[config.mk]
export PLATFORM = sky130hd
export DESIGN_NAME = lsu_align_unit
export DESIGN_NICKNAME = d
export VERILOG_FILES = /design/src/rtl/lsu_align_unit.sv
export SDC_FILE = /design/constraint.sdc
export NUM_CORES = 1
export LEC_CHECK = 0
export CAP_MARGIN = 15
export CORE_MARGIN = 3
export CORE_UTILIZATION = 40
export DETAILED_ROUTE_END_ITERATION = 10
export GPL_TIMING_DRIVEN = 0
export PLACE_DENSITY = 0.73
export SYNTH_ARGS = -nofsm -noshare
export SYNTH_HDL_FRONTEND = slang
export SYNTH_SLANG_ARGS = --single-unit
[constraint.sdc]
create_clock -name clk -period 3 [get_ports clk]
set_clock_uncertainty 0.2 [all_clocks]
set_input_delay 0.3 -clock clk [delete_from_list [all_inputs] [get_ports clk]]
set_output_delay 0.3 -clock clk [all_outputs]
set_load 0.05 [all_outputs]
[src/rtl/lsu_align_unit.sv]
// Load/store alignment unit: shifts data onto byte lanes, builds byte enables,
// extends loads and optionally splits word-crossing accesses into two bus beats.
module lsu_align_unit #(
    parameter int XLEN             = 32,
    parameter bit SPLIT_MISALIGNED = 1'b1
) (
    input  logic              clk,
    input  logic              rst,
    input  logic              req_valid,
    output logic              req_ready,
    input  logic              req_we,
    input  logic [2:0]        req_funct3,
    input  logic [XLEN-1:0]   req_addr,
    input  logic [XLEN-1:0]   req_wdata,
    output logic              resp_valid,
    output logic [XLEN-1:0]   resp_rdata,
    output logic              resp_fault,
    output logic              mem_read,
    output logic              mem_write,
    output logic [XLEN-1:0]   mem_address,
    output logic [XLEN-1:0]   mem_wdata,
    output logic [XLEN/8-1:0] mem_byte_enable,
    input  logic [XLEN-1:0]   mem_rdata,
    input  logic              mem_resp
);

    localparam int BYTES = XLEN / 8;
    localparam int OFFW  = $clog2(BYTES);

    localparam logic [1:0] IDLE = 2'd0;
    localparam logic [1:0] ACC0 = 2'd1;
    localparam logic [1:0] ACC1 = 2'd2;
    localparam logic [1:0] DONE = 2'd3;

    logic [1:0]      state_q, state_d;
    logic            we_q, we_d;
    logic            uns_q, uns_d;
    logic [1:0]      sz_q, sz_d;
    logic [OFFW-1:0] off_q, off_d;
    logic [XLEN-1:0] base_q, base_d;
    logic [XLEN-1:0] wdata_q, wdata_d;
    logic            split_q, split_d;
    logic            fault_q, fault_d;
    logic            gap_q, gap_d;
    logic [XLEN-1:0] beat0_q, beat0_d;
    logic [XLEN-1:0] beat1_q, beat1_d;

    logic [3:0]         reqSize;
    logic               reqIllegal;
    logic               reqSplit;
    logic               reqFault;
    logic [3:0]         sizeBytes;
    logic [2*BYTES-1:0] maskBase;
    logic [2*BYTES-1:0] maskWide;
    logic [2*XLEN-1:0]  dataWide;
    logic [XLEN-1:0]    mergedLow;
    logic [XLEN-1:0]    lowMask;
    logic               signBit;
    logic [XLEN-1:0]    loadResult;

    always_comb begin
        reqSize    = 4'(1) << req_funct3[1:0];
        reqIllegal = (int'(req_funct3[1:0]) > OFFW) || (req_we && req_funct3[2]) ||
                     (req_funct3 == 3'b111);
        reqSplit   = (int'(req_addr[OFFW-1:0]) + int'(reqSize)) > BYTES;
        reqFault   = reqIllegal || (reqSplit && !SPLIT_MISALIGNED);
    end

    // Both beats come from one double-width shift: the low half lands in the
    // first word, whatever spills past the boundary lands in the second.
    always_comb begin
        sizeBytes = 4'(1) << sz_q;
        maskBase  = ((2*BYTES)'(1) << sizeBytes) - (2*BYTES)'(1);
        maskWide  = maskBase << off_q;
        dataWide  = {{XLEN{1'b0}}, wdata_q} << {off_q, 3'b000};
        mergedLow = XLEN'({beat1_q, beat0_q} >> {off_q, 3'b000});
        if (int'(sizeBytes) >= BYTES) begin
            lowMask = '1;
        end else begin
            lowMask = (XLEN'(1) << {sizeBytes, 3'b000}) - XLEN'(1);
        end
        signBit    = |(mergedLow & lowMask & ~(lowMask >> 1));
        loadResult = (mergedLow & lowMask) | ((signBit && !uns_q) ? ~lowMask : '0);
    end

    always_comb begin
        state_d = state_q;
        we_d    = we_q;
        uns_d   = uns_q;
        sz_d    = sz_q;
        off_d   = off_q;
        base_d  = base_q;
        wdata_d = wdata_q;
        split_d = split_q;
        fault_d = fault_q;
        gap_d   = gap_q;
        beat0_d = beat0_q;
        beat1_d = beat1_q;
        case (state_q)
            IDLE: begin
                if (req_valid) begin
                    we_d    = req_we;
                    uns_d   = req_funct3[2];
                    sz_d    = req_funct3[1:0];
                    off_d   = req_addr[OFFW-1:0];
                    base_d  = {req_addr[XLEN-1:OFFW], {OFFW{1'b0}}};
                    wdata_d = req_wdata;
                    split_d = reqSplit;
                    fault_d = reqFault;
                    gap_d   = 1'b0;
                    state_d = reqFault ? DONE : ACC0;
                end
            end
            ACC0: begin
                if (mem_resp) begin
                    beat0_d = mem_rdata;
                    gap_d   = split_q;
                    state_d = split_q ? ACC1 : DONE;
                end
            end
            ACC1: begin
                // First ACC1 cycle keeps the strobe low so the second beat is a fresh request.
                if (gap_q) begin
                    gap_d = 1'b0;
                end else if (mem_resp) begin
                    beat1_d = mem_rdata;
                    state_d = DONE;
                end
            end
            default: state_d = IDLE;
        endcase
    end

    always_ff @(posedge clk) begin
        if (rst) begin
            state_q <= IDLE;
            we_q    <= 1'b0;
            uns_q   <= 1'b0;
            sz_q    <= 2'd0;
            off_q   <= '0;
            base_q  <= '0;
            wdata_q <= '0;
            split_q <= 1'b0;
            fault_q <= 1'b0;
            gap_q   <= 1'b0;
            beat0_q <= '0;
            beat1_q <= '0;
        end else begin
            state_q <= state_d;
            we_q    <= we_d;
            uns_q   <= uns_d;
            sz_q    <= sz_d;
            off_q   <= off_d;
            base_q  <= base_d;
            wdata_q <= wdata_d;
            split_q <= split_d;
            fault_q <= fault_d;
            gap_q   <= gap_d;
            beat0_q <= beat0_d;
            beat1_q <= beat1_d;
        end
    end

    // Outputs are forced low for the whole reset cycle, even before the state register clears.
    always_comb begin
        req_ready       = 1'b0;
        resp_valid      = 1'b0;
        resp_rdata      = '0;
        resp_fault      = 1'b0;
        mem_read        = 1'b0;
        mem_write       = 1'b0;
        mem_address     = '0;
        mem_wdata       = '0;
        mem_byte_enable = '0;
        if (!rst) begin
            req_ready = (state_q == IDLE);
            if (state_q == ACC0) begin
                mem_read        = !we_q;
                mem_write       = we_q;
                mem_address     = base_q;
                mem_byte_enable = maskWide[BYTES-1:0];
                mem_wdata       = we_q ? dataWide[XLEN-1:0] : '0;
            end else if (state_q == ACC1 && !gap_q) begin
                mem_read        = !we_q;
                mem_write       = we_q;
                mem_address     = base_q + XLEN'(BYTES);
                mem_byte_enable = maskWide[2*BYTES-1:BYTES];
                mem_wdata       = we_q ? dataWide[2*XLEN-1:XLEN] : '0;
            end else if (state_q == DONE) begin
                resp_valid = 1'b1;
                resp_fault = fault_q;
                resp_rdata = (!fault_q && !we_q) ? loadResult : '0;
            end
        end
    end

endmodule
# --- Word level (Yosys, flattened, before mapping) ---
# Cells that the tools add are included.
op_classes:
  addsub: 4
  n_mul: 0
  div: 0
  n_lt_le_gt_ge: 3
  eq_ne: 8
  shifts: 7
  n_mux: 43
  bitwise: 6
  reduce_logical: 18
ops:
  columns: ["cell", "n"]
  rows:
  - ["$mux W32", 15]
  - ["$and A32 B32 Y32", 2]
  - ["$shl A32 B5 Y64", 1]
  - ["$shr A64 B5 Y32", 1]
  - ["$add A32 B3 Y32 const B", 1]
  - ["$not A31 Y32", 1]
  - ["$not A32 Y32", 1]
  - ["$or A32 B32 Y32", 1]
  - ["$reduce_or A32 Y1", 1]
  - ["$shl A1 B7 Y32 const A", 1]
  - ["$sub A32 B2 Y32 const B", 1]
  - ["$mux W1", 18]
  - ["$mux W4", 3]
  - ["$mux W2", 5]
  - ["$ne A2 B2 Y1 const B", 4]
  - ["$shl A1 B2 Y4 const A", 2]
  - ["$shl A1 B4 Y8 const A", 1]
  - ["$shl A8 B2 Y8", 1]
  - ["$sub A8 B2 Y8 const B", 1]
  - ["$pmux W2 S3", 1]
  - ["$reduce_and A3 Y1", 2]
  - ["$add A2 B4 Y5", 1]
  - ["$gt A5 B3 Y1 const B", 1]
  - ["$eq A2 B2 Y1 const B", 2]
  - ["13 further kinds", 21]
totals:
  regBits: 137
  latchBits: 0
  mem_bits_rw: 0
  romBits: 0
  input_bits: 104
  out_inout_bits: 105
  memories: 0

# --- Logic depth before layout (Yosys ltp) ---
# Gate-level depths: netlist of run 1.
depth:
  word_depth: 15
  ltp_mapped: 9

# --- Worst setup path after synthesis of run 1 ---
# No wires, ideal clock.
synth_path:
  kind: "register to output"
  start: "register state_q[0]"
  end: "output port resp_rdata[23]"
  arrival_ns: 3.068
  t_required_ns: 2.500
  path_slack_ns: -0.568
  path_stages_with_launch: 7
  cell_sequence: "dfxtp_1 ha_1 nor2b_1 and4_1 clkbuf_1 nand3b_1 o21ai_0"
synth_via:
  elab_chain_len: 5
synth_rtl:
  columns: ["element", "line_no", "rtl"]
  rows:
  - ["start, declared", "35", "logic [1:0] state_q, state_d;"]
  - ["start signal, assigned", "149", "state_q <= state_d;"]
  - ["$eq A2 B2 Y1, on equally long branches", "189, 183", null]
  - ["$mux W32 / $logic_and A1 B1 Y1 (equally long branches)", "189, 183", null]
  - ["$mux W32", "183", "end else if (state_q == ACC1 && !gap_q) begin"]
  - ["$mux W32 *", "177", "if (state_q == ACC0) begin"]
  - ["$mux W32 *", "175", "if (!rst) begin"]
  - ["end, declared", "16", "output logic [XLEN-1:0] resp_rdata,"]
# Every way passes the cells marked *; elsewhere a longest branch is shown, timed or not.

# --- Final worst setup path of run 1 ---
layout_path:
  start: "register state_q[1]"
  end: "output port mem_address[20]"
layout_via:
  elab_chain_len: 5
layout_rtl:
  columns: ["element", "line_no", "rtl"]
  rows:
  - ["$eq A2 B2 Y1", "183", null]
  - ["$logic_and A1 B1 Y1", "183", null]
  - ["$mux W32", "183", null]
  - ["$mux W32 *", "177", null]
  - ["$mux W32 *", "175", null]
  - ["end, declared", "20", "output logic [XLEN-1:0] mem_address,"]
# Marked as above.

==> flow_metrics.tcl, run 1 <==
set metrics [dict create \
    die_w_um 147 \
    r2r_start "state_q[0]" \
    place_hpwl_mm 23.1 \
    syn_inst 1082 \
    drc 0 \
    p_leak_uw 0.00407 \
    holdCritStartpoint "mem_rdata[25]" \
    min_period_over_period 1.02 \
    internal-power_uw 4130 \
    tightest_slew_ps 806 \
    cts_hold_buf 0 \
    design.die.area_sq_um 21600 \
    postPlaceCellArea_sq_um 10400 \
    swShare 0.401 \
    ir_worst_vdd_mv 0.444 \
    clock_latency_ps 420 \
    worstSetupStartpointType "flop" \
    synth_cell_type_count 53 \
    crit_type "flop to output pin" \
    yosysTopAreaCell "dfxtp_1" \
    reg2regPathDepth 8 \
    cts_buffers 17 \
    cap_violations 0 \
    rsz0062_at_grt "true" \
    cts_max_level 4 \
    hold_viol 0 \
    synth.area.top_cells "dfxtp_1 32%, nand2_1 14%, a21oi_1 11%" \
    track_usage 0.272 \
    timing.rr.end "wdata_q[8]" \
    min_path_cells 3 \
    worst_ep_required_time_ps 2500 \
    vias 9042 \
    rows 50 \
    power_density_nw_per_um2 612 \
    setup_viol 1 \
    drtAntennaViolNets 0 \
    wirelength_mm 31.0 \
    crit_fanout 8 \
    grt_max_degree 17 \
    seq_power_share 0.330 \
    worst_slack_ps -62.2 \
    io_buffers 205 \
    synth-edff-count 0 \
    grt_pass1_vias 8335 \
    violations "negative setup slack" \
    finalNetCount 1441 \
    ys_ff_latch 129 \
    synth-main-ff-cell "dfxtp_1" \
    avgSynthCellArea_sq_um 7.36 \
    n_antenna_cell 0 \
    p_switching_uw 2770 \
    drive_above_1_share 0.218 \
    tritoncts "built" \
    dr.pass1.iters 6 \
    outcome "finished with violations" \
    synthArstFlopShare 0 \
    start_util 0.416 \
    yosysSeqAreaShare 0.324 \
    grt.overflow.total 0 \
    dieHeight_um 147 \
    gp_congestion 0.952 \
    worstHoldEndpoint "beat0_q[25]" \
    synth_warnings 0 \
    max-clock-path-buffers 2 \
    yosys.area.top_type_share 0.324 \
    total_power_uw 6900 \
    worst-r2r-setup-slack_ps 410 \
    core_area_sq_um 19100 \
    grt_pass1_wl_mm 46.9 \
    antenna_found_initial 0 \
    fmax_mhz 327 \
    syn_area_sq_um 7960 \
    wl_per_cell_um 19.4 \
    viasPerCell 5.65 \
    clock_sinks 129 \
    finalInstanceArea_sq_um 11300 \
    stdcell_count 1599 \
    slew_violations 0 \
    io-pin-count 209 \
    path_clk_slew_ps 60 \
    ctsRootBufferMaster "clkbuf_16" \
    worst_setup_path_end_kind "output pin" \
    dpl.cell_count 1548 \
    combPwrFrac 0.380 \
    worstPathArrival_ps 2560 \
    drtIter0Drc 938 \
    hold_path.class "input pin to flop" \
    min_period_ps 3060 \
    clkPwrFrac 0.290 \
    area_delta_synth_final_pct 41.6 \
    max-slew-margin-rel 0.463 \
]
## how the worst max path moves through the flow
stage | to | slack, ps | from | depth (start not counted)
after floorplan | resp_rdata[16] | -350 | sz_q[1] | 6
after global placement | resp_rdata[15] | -920 | sz_q[1] | 9
after detailed placement | resp_rdata[15] | -920 | sz_q[1] | 9
after CTS | mem_address[20] | -90 | state_q[1] | 10
after global routing | mem_address[20] | -140 | state_q[1] | 10
final | mem_address[20] | -60 | state_q[1] | 10
## critical path: stages, from the launching register on
cell      delay, ps
dfxtp_2         330
inv_2            50
ha_4            150
buf_6           130
nand4b_4        160
or2_1           240
buf_6           140
buf_8           130
or4_4           470
a21oi_2         160
buf_6           170
## flip-flops by register name, indices dropped and copies added, names as in the netlist
register  count
split_q       1
fault_q       1
state_q       2
base_q       30
off_q         2
sz_q          2
beat0_q      32
beat1_q      24
we_q          1
wdata_q      32
gap_q         1
uns_q         1
## cell families after synthesis
logic type	Yosys count	share of synthesized area
mux	62	0.110
flops	129	0.324
xor+xnor	12	0.0132
fa+ha+maj	11	0.0182
compound gates	280	0.203
buf+inv	107	0.0575
other cells	1	0.000471
simple gates	480	0.273
## area by class of cell
class                   count  area (sq um)
fillers                  1822          7870
multi-input cells         847          5300
flip-flops and latches    129          2590
repair buffers            228          1950
plain buffers              87           483
clock buffers              20           457
well taps                 260           325
clock inverters            12           109
inverters                  16          63.8
## layout by cell type (no fill, tap or decap), types with 20 or more instances in the layout
| cell type | count |
|---|---|
| a21oi_1 | 170 |
| clkbuf_1 | 48 |
| buf_4 | 57 |
| nor2_1 | 40 |
| nand3_1 | 24 |
| o21ai_0 | 22 |
| mux4_2 | 20 |
| clkdlybuf4s50_1 | 104 |
| nand2_1 | 304 |
| dfxtp_1 | 124 |
| buf_2 | 56 |
| mux2i_1 | 30 |
## synthesized netlist by cell type (9+ instances only)
library cell	count
a211oi_1	24
a21oi_1	180
a311oi_1	9
and2_1	16
buf_2	12
clkbuf_1	66
dfxtp_1	129
ha_1	10
inv_1	16
mux2i_1	35
mux4_2	20
nand2_1	305
nand2b_1	9
nand3_1	26
nor2_1	41
nor2b_1	16
o21ai_0	23
o31ai_1	11
or4_1	13
## metal layers
metal,up-vias,track usage,wire (um)
met4,0,0.0825,780
met1,4278,0.370,13200
li1,4259,-,-
met5,-,0,0
met2,445,0.433,14200
met3,60,0.0614,2850
## timing repair
item | 4_1_cts | 5_1_grt
endpoints found under the hold margin | 0 | 0
setup buffers | 14 | 8
resized for setup | 590 | 84
pin swaps | 14 | 12
gates cloned | 0 | 1
setup endpoints to repair | 101 | 95
## power groups by stage
| stage | Combinational (uW) | Clock (uW) | Sequential (uW) |
|---|---|---|---|
| CTS | 2510 | 2010 | 2250 |
| detailed placement | 2380 | 0 | 2270 |
| global route | 2820 | 2090 | 2300 |
| global placement | 2350 | 0 | 2270 |
| finish | 2620 | 2000 | 2280 |
| floorplan | 1650 | 0 | 2160 |
## per-stage QoR
stage	TNS, ps	hold WS [ps]	worst slack (ps)	util
3_3_place_gp	-48660	244	-918	0.545
5_1_grt	-895	229	-141	0.589
2_1_floorplan	-1420	232	-354	-
4_1_cts	-99.9	212	-94.5	0.582
6_report	-62.2	218	-62.2	0.589
3_5_place_dp	-50120	246	-917	0.545
(Power assumes the default switching activity.)
==> inputs of run 2 (changes only) <==
CORE_MARGIN = default   (was 3)
CTS_CLUSTER_DIAMETER = 50   (was default)
CTS_CLUSTER_SIZE = 16   (was default)
==> flow_metrics.tcl, run 2 (same netlist as run 1, synthesis figures left out) <==
set metrics [dict create \
    tns_ps -6.35 \
    area_delta_synth_final_pct 42.2 \
    viasPerCell 5.75 \
    violations "negative setup slack" \
    cap_violations 0 \
    postPlaceCellArea_sq_um 10400 \
    path_clk_slew_ps 60 \
    grt_max_degree 17 \
    tightest_slew_ps 793 \
    finalNetCount 1435 \
    dr.pass1.iters 6 \
    worst_slack_ps -6.35 \
    dieHeight_um 143 \
    crit_type "flop to output pin" \
    n_fill_cell 1774 \
    start_util 0.409 \
    worst-r2r-setup-slack_ps 390 \
    p_leak_uw 0.00401 \
    min_period_ps 3010 \
    dr_wl_met2_mm 13.8 \
    hold_viol 0 \
    n_antenna_cell 0 \
    min_period_over_period 1.00 \
    design.die.area_sq_um 20500 \
    worst_ep_required_time_ps 2500 \
    gp_congestion 0.965 \
    crit_fanout 7 \
    die_w_um 143 \
    clock_sinks 129 \
    tritoncts "built" \
    ir_worst_vdd_mv 0.424 \
    grt_pass1_vias 8497 \
    wl_met3_mm 2.83 \
    grt_pass1_wl_mm 45.4 \
    wl_met1_mm 12.3 \
    top_layer "met4" \
    drive_above_1_share 0.217 \
    r2r_start "state_q[0]" \
    rsz0062_at_grt "true" \
    worstPathArrival_ps 2510 \
    cts_buffers 17 \
    holdCritStartpoint "req_addr[8]" \
    vias 9182 \
    drtAntennaViolNets 0 \
    track_usage 0.290 \
    core_area_sq_um 19500 \
    setup_viol 1 \
    rows 51 \
    dpl.cell_count 1553 \
    outcome "finished with violations" \
    drc 0 \
    io-pin-count 209 \
    finalInstanceArea_sq_um 11300 \
    max-slew-margin-rel 0.471 \
    wl_per_cell_um 18.8 \
    worstHoldEndpoint "base_q[8]" \
    worstSetupStartpointType "flop" \
    power_density_nw_per_um2 623 \
    cts_max_level 4 \
    wirelength_mm 30.0 \
    clock_latency_ps 430 \
    fin_util 0.582 \
    antenna_found_initial 0 \
    reg_top3 "beat0_q (32), wdata_q (32), base_q (30)" \
    max-clock-path-buffers 2 \
    timing.rr.end "beat1_q[15]" \
    final_cell_mix "304 x nand2_1, 168 x a21oi_1, 121 x dfxtp_1" \
    place_hpwl_mm 21.8 \
    stdcell_count 1598 \
    fmax_mhz 333 \
    ctsRootBufferMaster "clkbuf_16" \
    worst_setup_path_end_kind "output pin" \
    reg2regPathDepth 8 \
    hold_path.class "input pin to flop" \
    io_buffers 205 \
    drtIter0Drc 695 \
    layout_commonest_cell "nand2_1" \
    slew_violations 0 \
    grt.overflow.total 0 \
    min_path_cells 3 \
]
## run 2: cell types whose count changed in the layout (fill, tap and decap cells not counted), moves of 4 or more
cell             change
clkbuf_2             +5
buf_2               -20
inv_6                +5
clkdlybuf4s15_2      +7
dfxtp_2              +4
## run 2: worst max path at each step
stage	start	end	slack [ps]	cells past startpoint
floorplan	sz_q[1]	resp_rdata[16]	-350	6
global placement	sz_q[1]	resp_rdata[15]	-970	9
detailed placement	sz_q[1]	resp_rdata[11]	-980	9
CTS	state_q[1]	mem_address[20]	-90	10
global route	state_q[1]	mem_address[20]	-70	9
finish	state_q[1]	mem_address[20]	-6	9
## run 2: stage by stage
step           worst slack (ps)  hold slack (ps)  power, uW
2_1_floorplan              -354              232       3820
3_3_place_gp               -968              241       4610
3_5_place_dp               -976              247       4640
4_1_cts                   -93.4              208       6880
5_1_grt                   -68.8              228       7360
6_report                  -6.35              206       7050
## run 2: critical path, cell delays in order, from the launching register on
cell,delay [ps]
dfxtp_2,350
inv_2,60
ha_4,180
nand4b_4,180
or2_1,230
buf_6,140
buf_8,130
or4_4,500
a21oi_4,140
buf_6,170
## run 2: layer usage
layer  global-route usage  up-vias
met5                    0        -
met3               0.0671      103
met1                0.375     4281
met4                0.138        0
li1                     -     4249
met2                0.456      549
## run 2: area by class of cell
class / instances / area (sq um) / area share
multi-input cells: 847 / 5290 / 0.467
flip-flops and latches: 129 / 2590 / 0.229
repair buffers: 223 / 1940 / 0.172
plain buffers: 86 / 503 / 0.0444
clock buffers: 18 / 429 / 0.0379
well taps: 265 / 332 / 0.0293
clock inverters: 14 / 166 / 0.0147
inverters: 16 / 63.8 / 0.00564
## run 2: where the power goes
part | switching, uW | total, uW | internal (uW)
sequential | 287 | 2260 | 1970
clock | 899 | 2150 | 1250
combinational | 1660 | 2640 | 983
## run 2: repair_timing
item                       4_1_cts  5_1_grt
resized for setup              562      109
setup buffers                   14        4
hold endpoints to repair         0        0
setup endpoints to repair      101       92
cloned                           0        0
hold buffers                     0        0
pin swaps                       12        8
